<file path="src/rtl/alu_sw_bus_pkg.sv">
// Shared widths, bit positions and FSM states for the ALU switch/LED bus driver.
package alu_sw_bus_pkg;

  localparam int unsigned SW_W   = 16;
  localparam int unsigned DATA_W = 8;
  localparam int unsigned OP_W   = 3;
  localparam int unsigned SH_W   = 3;
  localparam int unsigned FLAG_W = 4;
  localparam int unsigned CNT_W  = 4;

  // Switch word fields
  localparam int unsigned SA_BIT = 11;
  localparam int unsigned SB_BIT = 12;
  localparam int unsigned OP_LSB = 8;
  localparam int unsigned SH_LSB = 13;

  // LED word fields
  localparam int unsigned FLAG_LSB = 12;
  localparam int unsigned RSVD_BIT = 11;

  typedef enum logic [2:0] {
    IDLE   = 3'd0,
    LOAD_A = 3'd1,
    LOAD_B = 3'd2,
    EXEC   = 3'd3,
    RESP   = 3'd4
  } state_t;

endpackage

</file>
<file path="src/rtl/alu_sw_word_pack.sv">
// Combinational packer: {sh, Sb, Sa, op, data} -> 16-bit switch word.
module alu_sw_word_pack
  import alu_sw_bus_pkg::*;
(
  input  logic [SH_W-1:0]   sh,
  input  logic              sb,
  input  logic              sa,
  input  logic [OP_W-1:0]   op,
  input  logic [DATA_W-1:0] data,
  output logic [SW_W-1:0]   word
);

  // Place each field at its fixed bit position
  always_comb begin
    word                    = '0;
    word[DATA_W-1:0]        = data;
    word[OP_LSB +: OP_W]    = op;
    word[SA_BIT]            = sa;
    word[SB_BIT]            = sb;
    word[SH_LSB +: SH_W]    = sh;
  end

endmodule

</file>
<file path="src/rtl/alu_sw_bus_driver.sv">
// Bus initiator: plays one ALU command onto the switch word (load-A, load-B, execute)
// and returns the captured LED word over a valid/ready response.
module alu_sw_bus_driver
  import alu_sw_bus_pkg::*;
#(
  parameter int unsigned SETTLE = 1
) (
  input  logic              clk,
  input  logic              btnC,
  input  logic              ena,
  input  logic              cmd_valid,
  output logic              cmd_ready,
  input  logic [DATA_W-1:0] cmd_a,
  input  logic [DATA_W-1:0] cmd_b,
  input  logic [OP_W-1:0]   cmd_op,
  input  logic [SH_W-1:0]   cmd_sh,
  input  logic              cmd_skip_a,
  input  logic              cmd_skip_b,
  output logic [SW_W-1:0]   sw_out,
  input  logic [SW_W-1:0]   led_in,
  output logic              rsp_valid,
  input  logic              rsp_ready,
  output logic [DATA_W-1:0] rsp_result,
  output logic [FLAG_W-1:0] rsp_flags,
  output logic              rsp_err,
  output logic              busy
);

  state_t              state_q, state_d;
  logic [SW_W-1:0]     sw_q, sw_d;
  logic [CNT_W-1:0]    cnt_q, cnt_d;
  logic [DATA_W-1:0]   b_q, b_d;
  logic [OP_W-1:0]     op_q, op_d;
  logic [SH_W-1:0]     sh_q, sh_d;
  logic                skip_b_q, skip_b_d;
  logic [DATA_W-1:0]   rsp_result_q, rsp_result_d;
  logic [FLAG_W-1:0]   rsp_flags_q, rsp_flags_d;
  logic                rsp_err_q, rsp_err_d;

  logic                idle;
  logic [DATA_W-1:0]   src_b;
  logic [OP_W-1:0]     src_op;
  logic [SH_W-1:0]     src_sh;
  logic [SW_W-1:0]     word_a, word_b, word_e;
  logic                led_err;

  assign idle = (state_q == IDLE);

  // On the accept edge the fields are not latched yet, so words come straight from cmd_*
  assign src_b  = idle ? cmd_b  : b_q;
  assign src_op = idle ? cmd_op : op_q;
  assign src_sh = idle ? cmd_sh : sh_q;

  alu_sw_word_pack u_pack_a (
    .sh(cmd_sh), .sb(1'b0), .sa(1'b1), .op(cmd_op), .data(cmd_a), .word(word_a)
  );

  alu_sw_word_pack u_pack_b (
    .sh(src_sh), .sb(1'b1), .sa(1'b0), .op(src_op), .data(src_b), .word(word_b)
  );

  alu_sw_word_pack u_pack_e (
    .sh(src_sh), .sb(1'b0), .sa(1'b0), .op(src_op), .data(DATA_W'(0)), .word(word_e)
  );

  // Error when the ALU echoes a different opcode or raises the reserved bit
  assign led_err = (led_in[OP_LSB +: OP_W] != op_q) | led_in[RSVD_BIT];

  // Next-state, next switch word and response capture
  always_comb begin
    state_d      = state_q;
    sw_d         = sw_q;
    cnt_d        = cnt_q;
    b_d          = b_q;
    op_d         = op_q;
    sh_d         = sh_q;
    skip_b_d     = skip_b_q;
    rsp_result_d = rsp_result_q;
    rsp_flags_d  = rsp_flags_q;
    rsp_err_d    = rsp_err_q;

    case (state_q)
      IDLE: begin
        if (cmd_valid) begin
          b_d      = cmd_b;
          op_d     = cmd_op;
          sh_d     = cmd_sh;
          skip_b_d = cmd_skip_b;
          cnt_d    = '0;
          if (!cmd_skip_a) begin
            state_d = LOAD_A;
            sw_d    = word_a;
          end else if (!cmd_skip_b) begin
            state_d = LOAD_B;
            sw_d    = word_b;
          end else begin
            state_d = EXEC;
            sw_d    = word_e;
          end
        end
      end
      LOAD_A: begin
        if (ena) begin
          if (!skip_b_q) begin
            state_d = LOAD_B;
            sw_d    = word_b;
          end else begin
            state_d = EXEC;
            sw_d    = word_e;
          end
        end
      end
      LOAD_B: begin
        if (ena) begin
          state_d = EXEC;
          sw_d    = word_e;
        end
      end
      EXEC: begin
        if (ena) begin
          if (cnt_q == CNT_W'(SETTLE)) begin
            state_d      = RESP;
            sw_d         = '0;
            rsp_result_d = led_in[DATA_W-1:0];
            rsp_flags_d  = led_in[FLAG_LSB +: FLAG_W];
            rsp_err_d    = led_err;
          end else begin
            cnt_d = cnt_q + CNT_W'(1);
          end
        end
      end
      RESP: begin
        if (rsp_ready) begin
          state_d = IDLE;
        end
      end
      default: begin
        state_d = IDLE;
        sw_d    = '0;
      end
    endcase
  end

  // State and datapath registers; reset aborts any command and clears the bus
  always_ff @(posedge clk or posedge btnC) begin
    if (btnC) begin
      state_q      <= IDLE;
      sw_q         <= '0;
      cnt_q        <= '0;
      b_q          <= '0;
      op_q         <= '0;
      sh_q         <= '0;
      skip_b_q     <= 1'b0;
      rsp_result_q <= '0;
      rsp_flags_q  <= '0;
      rsp_err_q    <= 1'b0;
    end else begin
      state_q      <= state_d;
      sw_q         <= sw_d;
      cnt_q        <= cnt_d;
      b_q          <= b_d;
      op_q         <= op_d;
      sh_q         <= sh_d;
      skip_b_q     <= skip_b_d;
      rsp_result_q <= rsp_result_d;
      rsp_flags_q  <= rsp_flags_d;
      rsp_err_q    <= rsp_err_d;
    end
  end

  assign cmd_ready  = idle & ~btnC;
  assign busy       = ~idle;
  assign rsp_valid  = (state_q == RESP);
  assign sw_out     = sw_q;
  assign rsp_result = rsp_result_q;
  assign rsp_flags  = rsp_flags_q;
  assign rsp_err    = rsp_err_q;

endmodule

</file>
<file path="config.mk">
export PLATFORM = sky130hd
export DESIGN_NAME = alu_sw_bus_driver
export DESIGN_NICKNAME = d
export VERILOG_FILES = /design/src/rtl/alu_sw_bus_pkg.sv /design/src/rtl/alu_sw_word_pack.sv /design/src/rtl/alu_sw_bus_driver.sv
export SDC_FILE = /design/constraint.sdc
export NUM_CORES = 1
export LEC_CHECK = 0
export CAP_MARGIN = 10
export CORE_AREA = 2 2 73 75
export CTS_BUF_LIST = sky130_fd_sc_hd__clkbuf_4 sky130_fd_sc_hd__clkbuf_8
export DETAILED_ROUTE_END_ITERATION = 10
export DIE_AREA = 0 0 75 77
export PLACE_DENSITY_LB_ADDON = 0.08
export SKIP_CTS_REPAIR_TIMING = 1
export SYNTH_ARGS = -nofsm -noshare
export SYNTH_HDL_FRONTEND = slang
export SYNTH_SLANG_ARGS = --single-unit
export TNS_END_PERCENT = 20
</file>
<file path="constraint.sdc">
create_clock -name clk -period 3.2 [get_ports clk]
set_clock_uncertainty 0.05 [all_clocks]
set_input_delay 0.48 -clock clk [delete_from_list [all_inputs] [get_ports clk]]
set_output_delay 0.48 -clock clk [all_outputs]
set_load 0.005 [all_outputs]
</file>
# Word-level counts from Yosys, hierarchy flattened
# Index checks and enable logic that the tools add are counted.
# Widths: inputs -> output; s select.
totals:
  inputBits: 45
  register_bits: 51
  output_inout_bits: 32
classes:
  n_addsub: 1
  n_bitwise: 5
  n_eq_ne: 13
  muxes: 26
  n_reduce_logical: 7
ops:
  columns: ["cell", "count"]
  rows:
  - ["$mux 16", 6]
  - ["$pmux 16 s5", 1]
  - ["$mux 13", 2]
  - ["$mux 3", 8]
  - ["$pmux 3 s5", 1]
  - ["$mux 4", 3]
  - ["$ne 2x2->1 const B", 6]
  - ["$reduce_and 6->1", 2]
  - ["$mux 8", 1]
  - ["$pmux 4 s2", 1]
  - ["$eq 3x2->1 const B", 2]
  - ["$add 4x1->4 const B", 1]
  - ["$eq 4x1->1 const B", 1]
  - ["$reduce_and 4->1", 1]
  - ["$eq 3x1->1 const B", 1]
  - ["$eq 3x3->1 const B", 1]
  - ["$logic_not 3->1", 1]
  - ["$ne 3x3->1", 1]
  - ["$not 1->1", 3]
  - ["$reduce_and 3->1", 1]
  - ["$mux 1", 2]
  - ["$mux 2", 1]
  - ["$ne 2x1->1 const B", 1]
  - ["$reduce_and 2->1", 1]
  - ["3 further kinds", 3]

# Longest topological paths before layout
logic_depth:
  depth_word: 6
  depth_mapped: 7
  ltp_nobuf: 6

# Hierarchy
# A second synthesis with hierarchy kept.
unflattened:
  cells_unflattened: 324
  hier_area_um2: 3278.1
modules_own_cells:
  columns: ["module", "area_each_um2", "cells_each", "n_inst"]
  rows:
  - ["alu_sw_bus_driver", 2917.8, 276, 1]
  - ["alu_sw_word_pack", 120.1, 16, 3]

# Worst setup path before layout
# OpenSTA, ideal clock, no wires.
synth_path:
  path_kind: "reg2reg"
  from: "register cnt_q[1]"
  to: "register rsp_flags_q[0] (netlist: rsp_flags[0])"
  arrival_time_ns: 1.775
  path_stages_with_launch: 7
  path_slack_ns: 1.250
  path_buffers: 1
  path_cell_list: "dfrtp_1 inv_1 ha_1 or3b_2 nor2_2 buf_4 mux2_2"
synth_via:
  elab_chain_cells: 2
synth_rtl:
  columns: ["item", "line_no", "rtl"]
  rows:
  - ["from (decl)", "alu_sw_bus_driver.sv:31", "logic [CNT_W-1:0] cnt_q, cnt_d;"]
  - ["from (signal assigned)", "alu_sw_bus_driver.sv:160", "cnt_q <= cnt_d;"]
  - ["$eq 4x1->1", "alu_sw_bus_driver.sv:121", "if (cnt_q == CNT_W'(SETTLE)) begin"]
  - ["$reduce_and 3->1 (no source line)", null, null]
  - ["to (signal assigned)", "alu_sw_bus_driver.sv:166", "rsp_flags_q <= rsp_flags_d;"]
  - ["to (decl)", "alu_sw_bus_driver.sv:37", "logic [FLAG_W-1:0] rsp_flags_q, rsp_flags_d;"]
# No other way between the ends.
# A chain may end at the register's enable or synchronous reset.

# Final worst setup path
layout_path:
  from: "register state_q[2]"
  to: "output port cmd_ready"
layout_via:
  elab_chain_cells: 2
layout_rtl:
  columns: ["item", "line_no", "rtl"]
  rows:
  - ["from (decl)", "alu_sw_bus_driver.sv:29", "state_t state_q, state_d;"]
  - ["from (signal assigned)", "alu_sw_bus_driver.sv:158", "state_q <= state_d;"]
  - ["$logic_not 3->1", "alu_sw_bus_driver.sv:47", "assign idle = (state_q == IDLE);"]
  - ["$and 1x1->1", "alu_sw_bus_driver.sv:171", "assign cmd_ready = idle & ~btnC;"]
  - ["to (decl)", "alu_sw_bus_driver.sv:12", "output logic cmd_ready,"]
# No other way between the ends.

==> impl_metrics.env <==
export IMPL_wl_per_cell_um=15.2
export IMPL_clk_pin_slew_worst_paths_ns=0.10
export IMPL_hold_violations=0
export IMPL_cp_max_fo=12
export IMPL_insertion_delay_ns=0.31
export IMPL_relSlewSlack_pct=39.0
export IMPL_critPathArrivalTime_ns=2.07
export IMPL_clock_path_buffers=2
export IMPL_drtAntennaViolNets=0
export IMPL_finalSetupViolCount=0
export IMPL_max_clock_freq_mhz=384
export IMPL_io_pins=77
export IMPL_cts_root_buf="clkbuf_8"
export IMPL_rsz0062_at_grt="no"
export IMPL_synth_area_top_cells="dfrtp_1 (51%), mux2_2 (14%), a22o_1 (4.9%)"
export IMPL_antenna_found_initial=0
export IMPL_initial_core_util_pct=50.2
export IMPL_globalplace_congestion=0.766
export IMPL_syn_area_um2=2500
export IMPL_track_usage_pct=21.5
export IMPL_setup_slack_ns=0.595
export IMPL_regArea_um2=1280
export IMPL_final_cell_mix="clkdlybuf4s50_1 (76), dfrtp_1 (51), mux2_2 (30)"
export IMPL_drc=0
export IMPL_rr_startpoint="state_q[2]$_DFFE_PP0P_"
export IMPL_reg2reg_slack_ns=0.80
export IMPL_drive_above_1_share_pct=16.6
export IMPL_crit_chain="or3_1 > nor2_1 > clkdlybuf4s50_1"
export IMPL_syn_area_per_cell_um2=11.1
export IMPL_synth_main_ff_cell="dfrtp_1"
export IMPL_die_y_um=77
export IMPL_place_area_um2=3310
export IMPL_final_common_cell="clkdlybuf4s50_1"
export IMPL_finalMaxSlewViolations=0
export IMPL_yosys_warnings=0
export IMPL_syn_to_final_growth_pct=36.2
export IMPL_grt_pass1_wl_um=9520
export IMPL_cts_tree="done"
export IMPL_worstMarginPinSlew_ns=0.915
export IMPL_yosysUniqueCellTypes=40
export IMPL_fin_setup_tns_ns=0
export IMPL_grt_pass1_vias=1983
export IMPL_drt_pass1_iter_count=4
export IMPL_ys_async_sr_fraction_pct=100
export IMPL_powerDensity_nw_per_um2=828
export IMPL_synth_edf_count=0
export IMPL_period_needed_ns=2.60
export IMPL_core_area_um2=4980
export IMPL_rr_worst_depth=3
export IMPL_antennaDiodeCount=0
export IMPL_hpwl_um=4040
export IMPL_leakage_nw=1.48
export IMPL_nFillCells=411
export IMPL_drt_vias_per_instance=5.35
export IMPL_slowest_delay_ns=0.56
export IMPL_die_area_um2=5780
export IMPL_die_w_um=75
export IMPL_synth_top_cell_area_share_pct=51.1
export IMPL_dp_slack_ns=0.790
export IMPL_crit_slowest_cell="or3_1"
export IMPL_grt_ovfl_total=0
export IMPL_critPathCaptureType="output pin"
export IMPL_synth_nets=273
export IMPL_finalCritPeriodShare_pct=81.4
export IMPL_worstSetupPathType="flip-flop to output pin"
export IMPL_htree_levels=2
export IMPL_max_vdd_ir_drop_uv=394
export IMPL_drt_iter0_drc=152
export IMPL_synth_area_leader_cell="dfrtp_1"
export IMPL_portBuffers=76
export IMPL_rr_endpoint="b_q[2]$_DFFE_PP0P_"
export IMPL_netlist_instances=226
export IMPL_status="completed"
export IMPL_crit_family="simple AND/OR/NAND/NOR gates"
export IMPL_row_count=26
export IMPL_hp_class="input pin to async pin"
export IMPL_crit_path_start_kind="flip-flop"
export IMPL_ys_ff_latch=51
export IMPL_fin_area_um2=3400
export IMPL_path_buf_inv=1
export IMPL_cp_required_ns=2.67
export IMPL_dr_total_vias=1989
export IMPL_multiInputGateArea_um2=1090
export IMPL_wirelength_um=5660
export IMPL_grt_max_degree=27
export IMPL_numCtsBuffers=5
export IMPL_max_cap_viol_count=0
export IMPL_clkSinkCount=51
export IMPL_yosysSeqAreaShare_pct=51.1
export IMPL_finalNetCount=348
routing by layer:
| layer | up-vias | GRT usage, % | wire length [µm] |
|---|---|---|---|
| li1 | 950 | - | - |
| met1 | 979 | 31.0 | 2630 |
| met3 | 9 | 3.68 | 225 |
| met2 | 51 | 32.7 | 2720 |
| met4 | 0 | 7.14 | 78 |
| met5 | - | 0 | 0 |
through the flow:
step | total power, mW | util [%] | cells | hold WS, ns
detailed placement | 2.46 | 66.6 | 364 | 0.432
floorplan | 1.88 | - | 226 | 0.418
global route | 3.02 | 68.4 | 372 | 0.471
global placement | 2.43 | 66.6 | 364 | 0.436
finish | 2.82 | 68.4 | 372 | 0.439
CTS | 2.84 | 68.4 | 372 | 0.447
flip-flops by register name (all words and copies together) (netlist names):
name,count
op_q,3
b_q,8
rsp_err,1
state_q,3
cnt_q,4
rsp_flags,4
skip_b_q,1
sw_out,16
rsp_result,8
sh_q,3
worst register-to-register path, delay by kind of cell, from the launching register on:
family	cells	cell delay, ns
flip-flops	1	0.60
multiplexers	1	0.43
AND/OR/NAND/NOR	2	1.22
kinds of logic after synthesis:
kind of cell | synth area share [%]
compound gates | 16.1
flops | 51.1
fa+ha+maj | 1.00
xor+xnor | 1.05
buf+inv | 5.06
mux | 15.9
simple gates | 9.77
power by group:
| group | total [mW] | internal [mW] | switching (mW) |
|---|---|---|---|
| sequential | 1.12 | 0.933 | 0.189 |
| clock | 0.375 | 0.162 | 0.214 |
| combinational | 1.32 | 0.756 | 0.563 |
layout make-up:
class / instances / area share, %
clock buffers: 6 / 2.24
clock inverters: 2 / 0.368
inverters: 13 / 1.43
multi-input cells: 148 / 32.2
flip-flops and latches: 51 / 37.5
well taps: 70 / 2.57
repair buffers: 82 / 23.7
cell usage after synthesis, types with 2 or more instances:
| cell | instances |
|---|---|
| o211ai_1 | 2 |
| clkbuf_1 | 5 |
| nor2_1 | 14 |
| a22o_1 | 14 |
| ha_1 | 2 |
| mux2_2 | 30 |
| nor3b_1 | 3 |
| nand2_1 | 19 |
| nand3_1 | 3 |
| o22ai_1 | 9 |
| inv_1 | 13 |
| xor2_1 | 3 |
| o31ai_1 | 2 |
| mux2i_1 | 6 |
| buf_2 | 4 |
| nor3_1 | 3 |
| nand2b_1 | 3 |
| dfrtp_1 | 51 |
| o21ai_0 | 9 |
| a21oi_1 | 10 |
| buf_6 | 2 |
worst max path at each step:
stage	start	endpoint	slack [ns]	depth (start not counted)
6_report	state_q[2]$_DFFE_PP0P_	cmd_ready	0.60	3
5_1_grt	state_q[2]$_DFFE_PP0P_	cmd_ready	0.49	3
4_1_cts	state_q[2]$_DFFE_PP0P_	cmd_ready	0.61	3
3_5_place_dp	ena	rsp_result[5]$_DFFE_PP0P_	0.79	4
3_3_place_gp	ena	rsp_flags[0]$_DFFE_PP0P_	0.80	4
2_1_floorplan	cnt_q[1]$_DFFE_PP0P_	rsp_flags[0]$_DFFE_PP0P_	1.25	6
(Power assumes the default switching activity.)
